$ cat src/rtl/bp_pkg.sv
// Shared types for the fetch-stage branch predictor: resolved-instruction
// kinds, 2-bit direction counter states, per-entry metadata and the
// saturating counter step.
package bp_pkg;

  typedef enum logic [1:0] {
    KIND_BR  = 2'd0,  // conditional branch
    KIND_JMP = 2'd1,  // jal / jalr
    KIND_RET = 2'd2,  // return
    KIND_RSV = 2'd3   // reserved, never trained
  } kind_e;

  localparam logic [1:0] CTR_SNT = 2'b00;
  localparam logic [1:0] CTR_WNT = 2'b01;
  localparam logic [1:0] CTR_WT  = 2'b10;
  localparam logic [1:0] CTR_ST  = 2'b11;

  // Control part of a BTB entry. Tag and target widths depend on the top's
  // parameters, so they live in parallel arrays next to this struct.
  typedef struct packed {
    logic       valid;
    kind_e      kind;
    logic [1:0] ctr;
  } entry_meta_t;

  // Saturating 2-bit counter step towards the resolved direction.
  function automatic logic [1:0] ctr_next(input logic [1:0] ctr, input logic taken);
    if (taken) return (ctr == CTR_ST)  ? CTR_ST  : ctr + 2'd1;
    else       return (ctr == CTR_SNT) ? CTR_SNT : ctr - 2'd1;
  endfunction

endpackage

$ cat src/rtl/bp_ras.sv
// Circular return-address stack. Push-when-full overwrites the oldest entry,
// pop-when-empty is ignored, push+pop together replaces the top entry.
module bp_ras #(
  parameter int XLEN  = 32,
  parameter int DEPTH = 4
) (
  input  logic            clk,
  input  logic            rst,
  input  logic            push,
  input  logic            pop,
  input  logic [XLEN-1:0] push_addr,
  output logic [XLEN-1:0] top,
  output logic            empty
);

  localparam int PW = (DEPTH > 1) ? $clog2(DEPTH) : 1;

  logic [XLEN-1:0] stack_q [DEPTH];
  logic [PW-1:0]   tp_q, tp_d;
  logic [PW:0]     cnt_q, cnt_d;
  logic            wr_en;
  logic [PW-1:0]   wr_ptr;

  assign top   = stack_q[tp_q];
  assign empty = (cnt_q == '0);

  // Next pointer/count and which slot, if any, receives push_addr.
  always_comb begin
    // NOTE: every output of this block gets a default first so no path leaves it unassigned (no latch).
    tp_d   = tp_q;
    cnt_d  = cnt_q;
    wr_en  = 1'b0;
    wr_ptr = tp_q;
    if (push && pop && !empty) begin
      wr_en = 1'b1;
    end else if (push) begin
      tp_d   = tp_q + PW'(1);
      wr_ptr = tp_d;
      wr_en  = 1'b1;
      if (cnt_q != (PW+1)'(DEPTH)) cnt_d = cnt_q + (PW+1)'(1);
    end else if (pop && !empty) begin
      tp_d  = tp_q - PW'(1);
      cnt_d = cnt_q - (PW+1)'(1);
    end
  end

  // Pointer and occupancy registers.
  always_ff @(posedge clk or posedge rst) begin
    // NOTE: state registers use non-blocking assignments so all flops sample before any update.
    if (rst) begin
      tp_q  <= '0;
      cnt_q <= '0;
    end else begin
      tp_q  <= tp_d;
      cnt_q <= cnt_d;
    end
  end

  // Stack storage.
  always_ff @(posedge clk) begin
    // NOTE: storage is not reset; occupancy alone decides which slots are meaningful.
    if (wr_en) stack_q[wr_ptr] <= push_addr;
  end

endmodule

$ cat src/rtl/branch_predictor_btb.sv
// Direct-mapped BTB with 2-bit direction counters: same-cycle prediction
// from pc, one training update per cycle from execute.
// Optional feature macro: BP_RAS_EN adds a return-address stack for returns.
module branch_predictor_btb
  import bp_pkg::*;
#(
  parameter int XLEN      = 32,
  parameter int ENTRIES   = 16,
  parameter int RAS_DEPTH = 4
) (
  input  logic            clk,
  input  logic            rst,
  input  logic [XLEN-1:0] pc,
  output logic            pred_hit,
  output logic            pred_taken,
  output logic [XLEN-1:0] pred_target,
  input  logic            upd_valid,
  input  logic [XLEN-1:0] upd_pc,
  input  logic [1:0]      upd_kind,
  input  logic            upd_taken,
  input  logic [XLEN-1:0] upd_target,
  input  logic            upd_call,
  input  logic            flush
);

  localparam int IDX  = $clog2(ENTRIES);
  localparam int TAGW = XLEN - IDX - 2;

  entry_meta_t     meta_q [ENTRIES];
  logic [TAGW-1:0] tag_q  [ENTRIES];
  logic [XLEN-1:0] tgt_q  [ENTRIES];

  logic [IDX-1:0]  lk_idx, upd_idx;
  logic [TAGW-1:0] lk_tag, upd_tag;
  entry_meta_t     lk_meta, upd_meta, meta_d;
  logic [XLEN-1:0] pc_plus4;
  logic            upd_hit, upd_en, wr_meta, wr_data;
  kind_e           kind;

  logic            ras_empty;
  logic [XLEN-1:0] ras_top;

  assign lk_idx   = pc[IDX+1:2];
  assign lk_tag   = pc[XLEN-1:IDX+2];
  assign lk_meta  = meta_q[lk_idx];
  assign pc_plus4 = pc + XLEN'(4);

  assign upd_idx  = upd_pc[IDX+1:2];
  assign upd_tag  = upd_pc[XLEN-1:IDX+2];
  assign upd_meta = meta_q[upd_idx];
  assign kind     = kind_e'(upd_kind);
  assign upd_hit  = upd_meta.valid && (tag_q[upd_idx] == upd_tag);
  // A flush in the same cycle drops the update, including any RAS activity.
  assign upd_en   = upd_valid && !flush && (kind != KIND_RSV);

`ifdef BP_RAS_EN
  bp_ras #(
    .XLEN  (XLEN),
    .DEPTH (RAS_DEPTH)
  ) u_ras (
    .clk       (clk),
    .rst       (rst),
    .push      (upd_en && upd_call),
    .pop       (upd_en && (kind == KIND_RET)),
    .push_addr (upd_pc + XLEN'(4)),
    .top       (ras_top),
    .empty     (ras_empty)
  );
`else
  assign ras_top   = '0;
  assign ras_empty = 1'b1;
  logic unused_ok;
  assign unused_ok = ^{upd_call, upd_pc[1:0], ras_top, ras_empty};
`endif

  // Combinational lookup; a return hit prefers a non-empty RAS top.
  always_comb begin
    pred_hit    = lk_meta.valid && (tag_q[lk_idx] == lk_tag);
    pred_taken  = pred_hit && ((lk_meta.kind != KIND_BR) || lk_meta.ctr[1]);
    pred_target = pred_taken ? tgt_q[lk_idx] : pc_plus4;
    if (pred_hit && (lk_meta.kind == KIND_RET) && !ras_empty) begin
      pred_taken  = 1'b1;
      pred_target = ras_top;
    end
  end

  // Training decision: counter/kind update on hit, allocation on taken miss.
  always_comb begin
    meta_d  = upd_meta;
    wr_meta = 1'b0;
    wr_data = 1'b0;
    if (upd_en) begin
      if (upd_hit) begin
        wr_meta     = 1'b1;
        meta_d.kind = kind;
        if (kind == KIND_BR) begin
          meta_d.ctr = ctr_next(upd_meta.ctr, upd_taken);
          wr_data    = upd_taken;
        end else begin
          meta_d.ctr = CTR_ST;
          wr_data    = 1'b1;
        end
      end else if (upd_taken) begin
        wr_meta = 1'b1;
        wr_data = 1'b1;
        meta_d  = '{valid: 1'b1, kind: kind,
                    ctr: (kind == KIND_BR) ? CTR_WT : CTR_ST};
      end
    end
  end

  // Entry control state: reset and flush invalidate every entry.
  always_ff @(posedge clk or posedge rst) begin
    if (rst) begin
      for (int i = 0; i < ENTRIES; i++) meta_q[i] <= '{valid: 1'b0, kind: KIND_BR, ctr: CTR_SNT};
    end else if (flush) begin
      for (int i = 0; i < ENTRIES; i++) meta_q[i].valid <= 1'b0;
    end else if (wr_meta) begin
      meta_q[upd_idx] <= meta_d;
    end
  end

  // Tag and target storage, only meaningful while the entry is valid.
  always_ff @(posedge clk) begin
    if (wr_data) begin
      tag_q[upd_idx] <= upd_tag;
      tgt_q[upd_idx] <= upd_target;
    end
  end

endmodule

$ cat config.mk
export PLATFORM = sky130hd
export DESIGN_NAME = branch_predictor_btb
export DESIGN_NICKNAME = d
export VERILOG_FILES = /design/src/rtl/bp_pkg.sv /design/src/rtl/bp_ras.sv /design/src/rtl/branch_predictor_btb.sv
export SDC_FILE = /design/constraint.sdc
export NUM_CORES = 1
export LEC_CHECK = 0
export BUFFER_PORTS_ARGS = -buffer_cell sky130_fd_sc_hd__buf_2
export CAP_MARGIN = 10
export CORE_MARGIN = 4
export CORE_UTILIZATION = 35
export DETAILED_ROUTE_END_ITERATION = 12
export HOLD_SLACK_MARGIN = 0.05
export PLACE_DENSITY_LB_ADDON = 0.08
export SYNTH_ARGS = -nofsm -noshare
export SYNTH_HDL_FRONTEND = slang
export SYNTH_SLANG_ARGS = --single-unit
$ cat constraint.sdc
create_clock -name clk -period 9.5 [get_ports clk]
set_input_delay 1.425 -clock clk [delete_from_list [all_inputs] [get_ports clk]]
set_output_delay 1.425 -clock clk [all_outputs]
set_load 0.02 [all_outputs]
# == Word-level counts from Yosys, hierarchy flattened ==
# Memories as Yosys holds them, arrays and structs flattened.
# Cells that the tools add are included.
# totals
reg_bits,80
mem_bits_rw,928
input_bits,104
out_inout_bits,34
wordCells,120
n_memories,2
# classes
addsub,3
order_cmp,3
eq_ne,4
mux,44
bitwise_logic,3
n_reduce_logical,13
# memory_table
name,words,width,rd,rd_ports_with_merged_regs,wr,line,text
tgt_q,16,32,1,0,1,branch_predictor_btb.sv:31,logic [XLEN-1:0] tgt_q [ENTRIES];
tag_q,16,26,2,0,1,branch_predictor_btb.sv:30,logic [TAGW-1:0] tag_q [ENTRIES];
# ops
operator,n
$bwmux 80,1
$mux 80,1
$eq 26x26->1,2
$bmux 5 s4,2
$mux 5,7
$add 32x3->32 const B,1
$mux 32,1
$mux 1,26
$demux 5 s4,1
$ge 5x5->1 const B,2
$not 4->5,2
$mux 2,4
$logic_and 1x1->1,6
$lt 5x1->1 const B,1
$logic_not 2->1,2
$mux 4,1
$reduce_bool 2->1,2
$add 2x1->2 const B,1
$eq 2x2->1 const B,1
$ne 2x2->1 const B,1
$reduce_and 2->1,1
$sub 2x1->2 const B,1
$logic_not 1->1,1
$logic_or 1x1->1,1
$not 1->1,1

# == Longest topological paths before layout ==
# Gate-level depths: netlist of the first run.
# depth
ltp_word,13
ltp_mapped,16
depth_no_buf,10

# == Least setup slack after synthesis of the first run ==
# No wires, ideal clock.
# synth_path
path_type,input to register
from,in upd_pc[3]
to,"mem tag_q[11][0] (netlist bit), enable pin"
setup_ps,617
arrival_ps,9457
required_ps,8883
path_slack_ps,-575
cell_stages,13
path_buffers,6
cell_sequence,buf_6 > buf_6 > buf_2 > buf_2 > mux4_2 > a221oi_1 > o21ai_1 > nor4b_2 > a31oi_1 > or2_4 > buf_6 > buf_2 > nor4_1
# synth_via
elab_chain_len,9
word_cells_on_any_way,11
classes_between,1 x eq/ne; 7 x mux; 1 x bitwise; 1 x reduce/logical; 1 x memory
# synth_rtl
item,line,text
from (decl),branch_predictor_btb.sv:18,"input logic [XLEN-1:0] upd_pc,"
branches (longest 9 deep; another with $mem_v2 16x26),--,
to (decl),branch_predictor_btb.sv:30,
# Parallel ways; which one is timed is not known. The select of a mux whose other input is x is not followed.

# == Worst setup path in the final report of the first run ==
# layout_path
from,in pc[2]
to,out pred_target[9]
# layout_via
elab_chain_len,8
word_cells_on_any_way,13
classes_between,1 x add/sub; 1 x eq/ne; 4 x mux; 1 x bitwise; 4 x reduce/logical; 2 x memory
# layout_rtl
item,line,text
from (decl),branch_predictor_btb.sv:13,"input logic [XLEN-1:0] pc,"
branches (longest 7 deep; another with $mem_v2 16x26),--,
$mux 32 (*),branch_predictor_btb.sv:80,pred_target = pred_taken ? tgt_q[lk_idx] : pc_plus4;
to (decl),branch_predictor_btb.sv:16,"output logic [XLEN-1:0] pred_target,"
# Mark *: on every way between the ends. The select of a mux whose other input is x is not followed.

==> flow_metrics.py, run 1 <==
metrics = {
    "synthesis": {
        "syn_area_per_cell_sq_um": 20.2,
        "ys_top_cells_by_area": "edfxtp_1 (63%), mux4_2 (19%), dfrtp_1 (4.5%)",
        "synthMuxAreaShare_pct": 23.9,
        "synth_flop_cell": "edfxtp_1",
        "ys_warn_count": 0,
        "synth_edf_count": 928,
        "synth_compound_area_share_pct": 2.22,
        "synth-simple-area-share_pct": 2.99,
        "synth-seq-cells": 1008,
        "synth_xor_area_share_pct": 1.58,
        "synth_top_area_share_pct": 62.9,
        "syn_nets": 2303,
        "synth_fa_ha_area_share_pct": 0.0282,
        "ys_async_sr_fraction_pct": 7.94,
        "synth_area_sq_um": 44300,
        "yosys.area.top_type": "edfxtp_1",
        "yosysUniqueCellTypes": 71,
        "synth_top_family_by_area": "multiplexers",
        "synth.yosys.seq_area_share_pct": 67.4,
        "synth_cells": 2198,
    },
    "setup_path": {
        "path_class": "in -> out",
        "crit_start": "pc[2]",
        "slowest_delay_ps": 680,
        "required_ps": 8080,
        "crit_path_start_kind": "primary input",
        "worstPathCellList": "buf_8 -> buf_4 -> mux4_2 -> a211oi_1 -> a21oi_1 -> xor2_1 -> nand2b_1 -> or4_1 -> nor4_4 -> buf_4 -> mux2_2 -> buf_2",
        "rr_startpoint": "tag_q[11][4]$_DFFE_PP_",
        "cp_common_cell": "buf_4",
        "cp-end-kind": "output port",
        "crit_fanout": 74,
        "slowest_stage": "buf_8",
        "crit_arrival_ps": 5900,
    },
    "clock_tree": {
        "postCtsHoldBufs": 0,
        "root_buffer": "clkbuf_16",
        "cts_tree": "yes",
        "post_cts_resized": 0,
        "cts_max_level": 3,
        "clock_path_buffers": 3,
        "cts_setup_buffers": 0,
        "cts_buffers": 111,
        "cts.sinks": 1008,
        "clk_pin_slew_worst_paths_ps": 60,
        "clock_latency_ps": 720,
    },
    "global_route": {
        "grt_pass1_vias": 24700,
        "grt_pass1_wl_microns": 188000,
        "grt_use_total_pct": 19.9,
        "grt_max_degree": 81,
        "grt_overflow": 0,
        "antenna_found_initial": 27,
    },
    "drt": {
        "avgViaCountPerCell": 5.67,
        "wl_per_cell_microns": 32.2,
        "drt_iter0_markers": 2271,
        "drc": 0,
        "ant_nets": 0,
        "first_pass_iters": 5,
        "routed_wl_microns": 132000,
        "dr_total_vias": 23300,
    },
    "placement": {
        "place.port_buffers": 134,
        "dp_cells": 3893,
        "dpl_cell_area_sq_um": 47100,
        "dp_hpwl_microns": 74100,
        "globalplace.congestion": 0.799,
    },
    "job": {
        "drv_cap": 0,
    },
    "hold_path": {
        "hp-class": "reg -> reg",
        "hp-start": "meta_q[65]$_DFFE_PP0P_",
    },
    "layout": {
        "nFillCells": 11200,
        "layoutNonFillerInstCount": 4108,
        "final_cell_area_sq_um": 50500,
        "regArea_sq_um": 29900,
        "area_growth_pct": 14.0,
        "num-nets-final": 2461,
        "drive_gt1_share_pct": 34.7,
        "multi_input_area_sq_um": 13700,
    },
    "sta": {
        "worst_pin_slew_ps": 1070,
        "hold_viol": 0,
        "skew_ps": 36.0,
        "setup_tns_ps": 0,
        "relSlewSlack_pct": 28.9,
        "period_needed_ps": 7330,
        "setup_viol": 0,
        "rsz0062_at_grt": "false",
        "slew_viol_final": 0,
        "hold_ws_ps": 490,
        "fmax_ghz": 0.136,
        "min_period_over_period_pct": 77.1,
    },
    "die": {
        "io_pins": 138,
        "rows": 130,
        "start_util_pct": 35.2,
        "core_area_sq_um": 126000,
        "dieArea_sq_um": 132000,
        "die_x_microns": 364,
        "die_y_microns": 364,
    },
    "power": {
        "p_per_area_nw_per_um2": 192,
        "vdd_drop_max_uv": 151,
        "leakagePower_nw": 16.4,
        "power_mw": 9.69,
    },
    "status": {
        "status": "finished clean",
    },
}
==> worst max-delay path: cells and delay by family <==
family          cells  cell delay (ps)
compound gates      2              440
xor+xnor            1              250
buf+inv             4             1830
mux                 2             1000
simple gates        3              900
==> flip-flops by register name, indices dropped and copies added, names as in the netlist <==
signal,cells
meta_q,80
tag_q,416
tgt_q,512
==> routing by layer <==
layer  wire length (microns)  track usage (%)
met1                   59700             28.7
met2                   62500             31.7
met3                    7390             3.33
met4                    2620             5.06
met5                     122                0
==> path summary, 6_finish.rpt <==
check | cells past startpoint | slack [ps] | to
setup / recovery | 12 | 2170 | pred_target[9]
hold / removal | 1 | 490 | meta_q[65]$_DFFE_PP0P_
setup reg to reg | 11 | 4330 | tgt_q[2][2]$_DFFE_PP_
hold reg to reg | 1 | 490 | meta_q[65]$_DFFE_PP0P_
max in group asynchronous | 3 | 7770 | meta_q[27]$_DFFE_PP0P_
min in group asynchronous | 3 | 1030 | meta_q[16]$_DFFE_PP0P_
==> metrics by stage <==
stage / util [%] / setup WS, ps
finish: 40.2 / 2170
global route: 40.2 / 1850
CTS: 40.2 / 2050
detailed placement: 37.4 / 2050
global placement: 37.4 / 2090
floorplan: - / -575
==> placed cells by master, fill, tap and decap left out, types with 37 or more instances in the layout <==
| cell | n |
|---|---|
| buf_4 | 37 |
| mux4_2 | 372 |
| mux2_2 | 102 |
| edfxtp_1 | 928 |
| dfrtp_1 | 80 |
| xnor2_1 | 58 |
| buf_2 | 127 |
| mux2i_1 | 76 |
| clkbuf_16 | 112 |
| nand2_1 | 37 |
==> power breakdown <==
| part | total [mW] | internal, mW | switching (mW) |
|---|---|---|---|
| logic | 0.720 | 0.295 | 0.425 |
| clock network | 4.05 | 2.27 | 1.78 |
| registers | 4.92 | 4.90 | 0.0228 |
==> cell type report <==
cell class	instances	area share, %
repair buffers	186	2.63
well taps	1650	4.09
clock inverters	64	0.941
multi-input cells	1029	27.2
flip-flops and latches	1008	59.1
inverters	20	0.151
diodes	9	0.0446
clock buffers	142	5.83
==> kinds of logic after synthesis <==
logic type	Yosys count
DFF	1008
buffers and inverters	161
and+or+nand+nor	232
muxes	575
xor gates and xnor gates	80
adders and majority gates	1
AOI/OAI and AO/OA	141
==> synthesized netlist by cell type (all sizes together), types with 9 or more instances <==
library cell / instances
a21oi: 28
nor4: 19
mux4: 372
clkbuf: 54
mux2: 127
nor3: 27
nand3: 27
nand2b: 12
dfrtp: 80
edfxtp: 928
nand4: 11
and3: 11
xnor2: 58
inv: 19
nor2: 31
buf: 87
nor2b: 26
nand2: 37
mux2i: 76
a21o: 11
o22ai: 16
a211oi: 22
xor2: 22
o21ai: 13
a221oi: 9
(Power assumes the default switching activity.)
==> run 2, diff against run 1 <==
clock period = 7.3 ns   (was 9.5 ns; I/O delays follow)
==> run 2 against run 1 <==
- clock-buffer cell count fell by 5
- sequential cell count did not move
- die area did not move
- via count fell by 0.55%
- critical path depth fell by 1
- clock skew fell by 3.5 ps
- first-iteration DRC count fell by 18%
- total power rose by 31%
- clock power rose by 33%
- combinational power rose by 32%
- critical path type unchanged
- critical endpoint is now pred_target[11]
- largest power group unchanged
==> flow_metrics.py, run 2 (synthesized netlist as in run 1, its figures left out) <==
metrics = {
    "clock_tree": {
        "post_cts_resized": 0,
        "postCtsHoldBufs": 0,
        "clk_pin_slew_worst_paths_ps": 50,
        "root_buffer": "clkbuf_16",
        "clock_latency_ps": 720,
        "cts.sinks": 1008,
        "cts_max_level": 3,
        "clock_path_buffers": 3,
        "cts_tree": "yes",
        "cts_setup_buffers": 0,
        "cts_buffers": 109,
    },
    "hold_path": {
        "hold_depth": 1,
        "hold_end": "meta_q[72]$_DFFE_PP0P_",
        "hp-start": "meta_q[72]$_DFFE_PP0P_",
        "hp-class": "reg -> reg",
    },
    "die": {
        "die_y_microns": 364,
        "start_util_pct": 35.2,
        "rows": 130,
        "die_x_microns": 364,
        "io_pins": 138,
        "core_area_sq_um": 126000,
        "dieArea_sq_um": 132000,
    },
    "setup_path": {
        "r2r_setup_slack_ps": 2500,
        "crit_arrival_ps": 5080,
        "worstPathCellList": "buf_8 -> buf_12 -> mux4_2 -> mux4_2 -> xnor2_1 -> nand2_1 -> or4_1 -> nor4_4 -> buf_12 -> mux2_2 -> buf_2",
        "slowest_stage": "mux4_2",
        "crit_path_start_kind": "primary input",
        "reg2regPathDepth": 11,
        "rr_startpoint": "tag_q[7][6]$_DFFE_PP_",
        "path_class": "in -> out",
        "required_ps": 6200,
        "r2r_end": "tgt_q[3][20]$_DFFE_PP_",
        "slowest_delay_ps": 620,
        "cp-end-kind": "output port",
        "crit_fanout": 32,
    },
    "power": {
        "seq_power_share_pct": 50.3,
        "pwr-share-comb_pct": 7.5,
        "p_clk_share_pct": 42.2,
        "leakagePower_nw": 16.6,
        "p_int_mw": 9.87,
        "p_switching_mw": 2.86,
        "vdd_drop_max_uv": 180,
        "sw_frac_of_total_pct": 22.4,
        "p_per_area_nw_per_um2": 249,
    },
    "drt": {
        "first_pass_iters": 7,
        "ant_nets": 0,
        "drt_iter0_markers": 1863,
        "dr_total_vias": 23200,
        "routed_wl_microns": 133000,
        "avgViaCountPerCell": 5.61,
        "drc": 0,
        "wl_per_cell_microns": 32.3,
    },
    "sta": {
        "setup_tns_ps": 0,
        "hold_ws_ps": 490,
        "fmax_ghz": 0.162,
        "period_needed_ps": 6170,
        "relSlewSlack_pct": 30.4,
        "min_period_over_period_pct": 84.6,
        "setup_viol": 0,
        "rsz0062_at_grt": "false",
        "slew_viol_final": 0,
        "skew_ps": 32.5,
        "worst_pin_slew_ps": 1040,
        "hold_viol": 0,
    },
    "placement": {
        "place.port_buffers": 134,
        "globalplace.congestion": 0.779,
        "dp_hpwl_microns": 79100,
        "dp_cells": 3924,
    },
    "layout": {
        "largest_reg_flops": 512,
        "final_common_cell": "edfxtp_1",
        "area_growth_pct": 15.2,
        "max_flop_register": "tgt_q",
        "layoutNonFillerInstCount": 4131,
        "num-nets-final": 2490,
        "final_cell_mix": "edfxtp_1 (928), mux4_2 (372), buf_2 (127), clkbuf_16 (112), mux2_2 (102)",
        "drive_gt1_share_pct": 35.6,
        "top_regs": "tgt_q x512, tag_q x416, meta_q x80",
    },
    "status": {
        "status": "finished clean",
    },
    "global_route": {
        "grt_pass1_wl_microns": 189000,
        "grt_max_degree": 91,
        "grt_overflow": 0,
        "antenna_found_initial": 27,
        "grt_use_total_pct": 20.2,
        "grt_pass1_vias": 24500,
    },
    "job": {
        "drv_cap": 0,
    },
}
## run 2: per-stage QoR
step | area (sq um) | setup WS, ps | utilization (%) | power, mW
finish | 51000 | 1130 | 40.6 | 12.7
global route | 51000 | 765 | 40.5 | 13.2
CTS | 51000 | 1030 | 40.5 | 12.9
detailed placement | 47600 | 892 | 37.8 | 7.49
global placement | 47600 | 876 | 37.8 | 7.47
floorplan | 44300 | -58.6 | - | 7.10
## run 2: critical path: cells and delay by family
kind                   cells  cell delay [ps]
multiplexers               3             1590
buffers and inverters      4             1100
XOR/XNOR                   1              190
AND/OR/NAND/NOR            3             1010
## run 2: cell type report
type	count	area, sq um
clock buffers	137	2900
multi-input cells	1029	13800
fillers	11100	74700
flip-flops and latches	1008	29900
inverters	20	76.3
well taps	1650	2060
repair buffers	217	1750
clock inverters	58	527
diodes	12	30.0
## run 2: worst max-delay path by stage
stage	startpoint	endpoint	slack, ps
3_3_place_gp	upd_pc[3]	tgt_q[3][20]$_DFFE_PP_	880
5_1_grt	pc[2]	pred_taken	760
3_5_place_dp	upd_pc[3]	tgt_q[3][20]$_DFFE_PP_	890
4_1_cts	pc[2]	pred_target[11]	1030
2_1_floorplan	upd_pc[3]	tag_q[13][0]$_DFFE_PP_	-60
6_report	pc[2]	pred_target[11]	1130
## run 2: power groups by stage
stage	sequential (mW)	clock (mW)	combinational (mW)
3_3_place_gp	6.52	0	0.959
6_report	6.40	5.37	0.954
5_1_grt	6.40	5.78	1.02
4_1_cts	6.40	5.52	0.972
3_5_place_dp	6.52	0	0.969
2_1_floorplan	6.51	0	0.588
## run 2: metal layers
layer  wire (microns)  up-vias  part of all wire, %  GRT usage [%]
met1            57900    12700                   43           27.8
met2            65300      636                   49           33.4
met4             2690       22                  2.0           5.03
li1                 -     9661                    -              -
met5              143        -                 0.11              0
met3             7400      183                  5.5           3.72
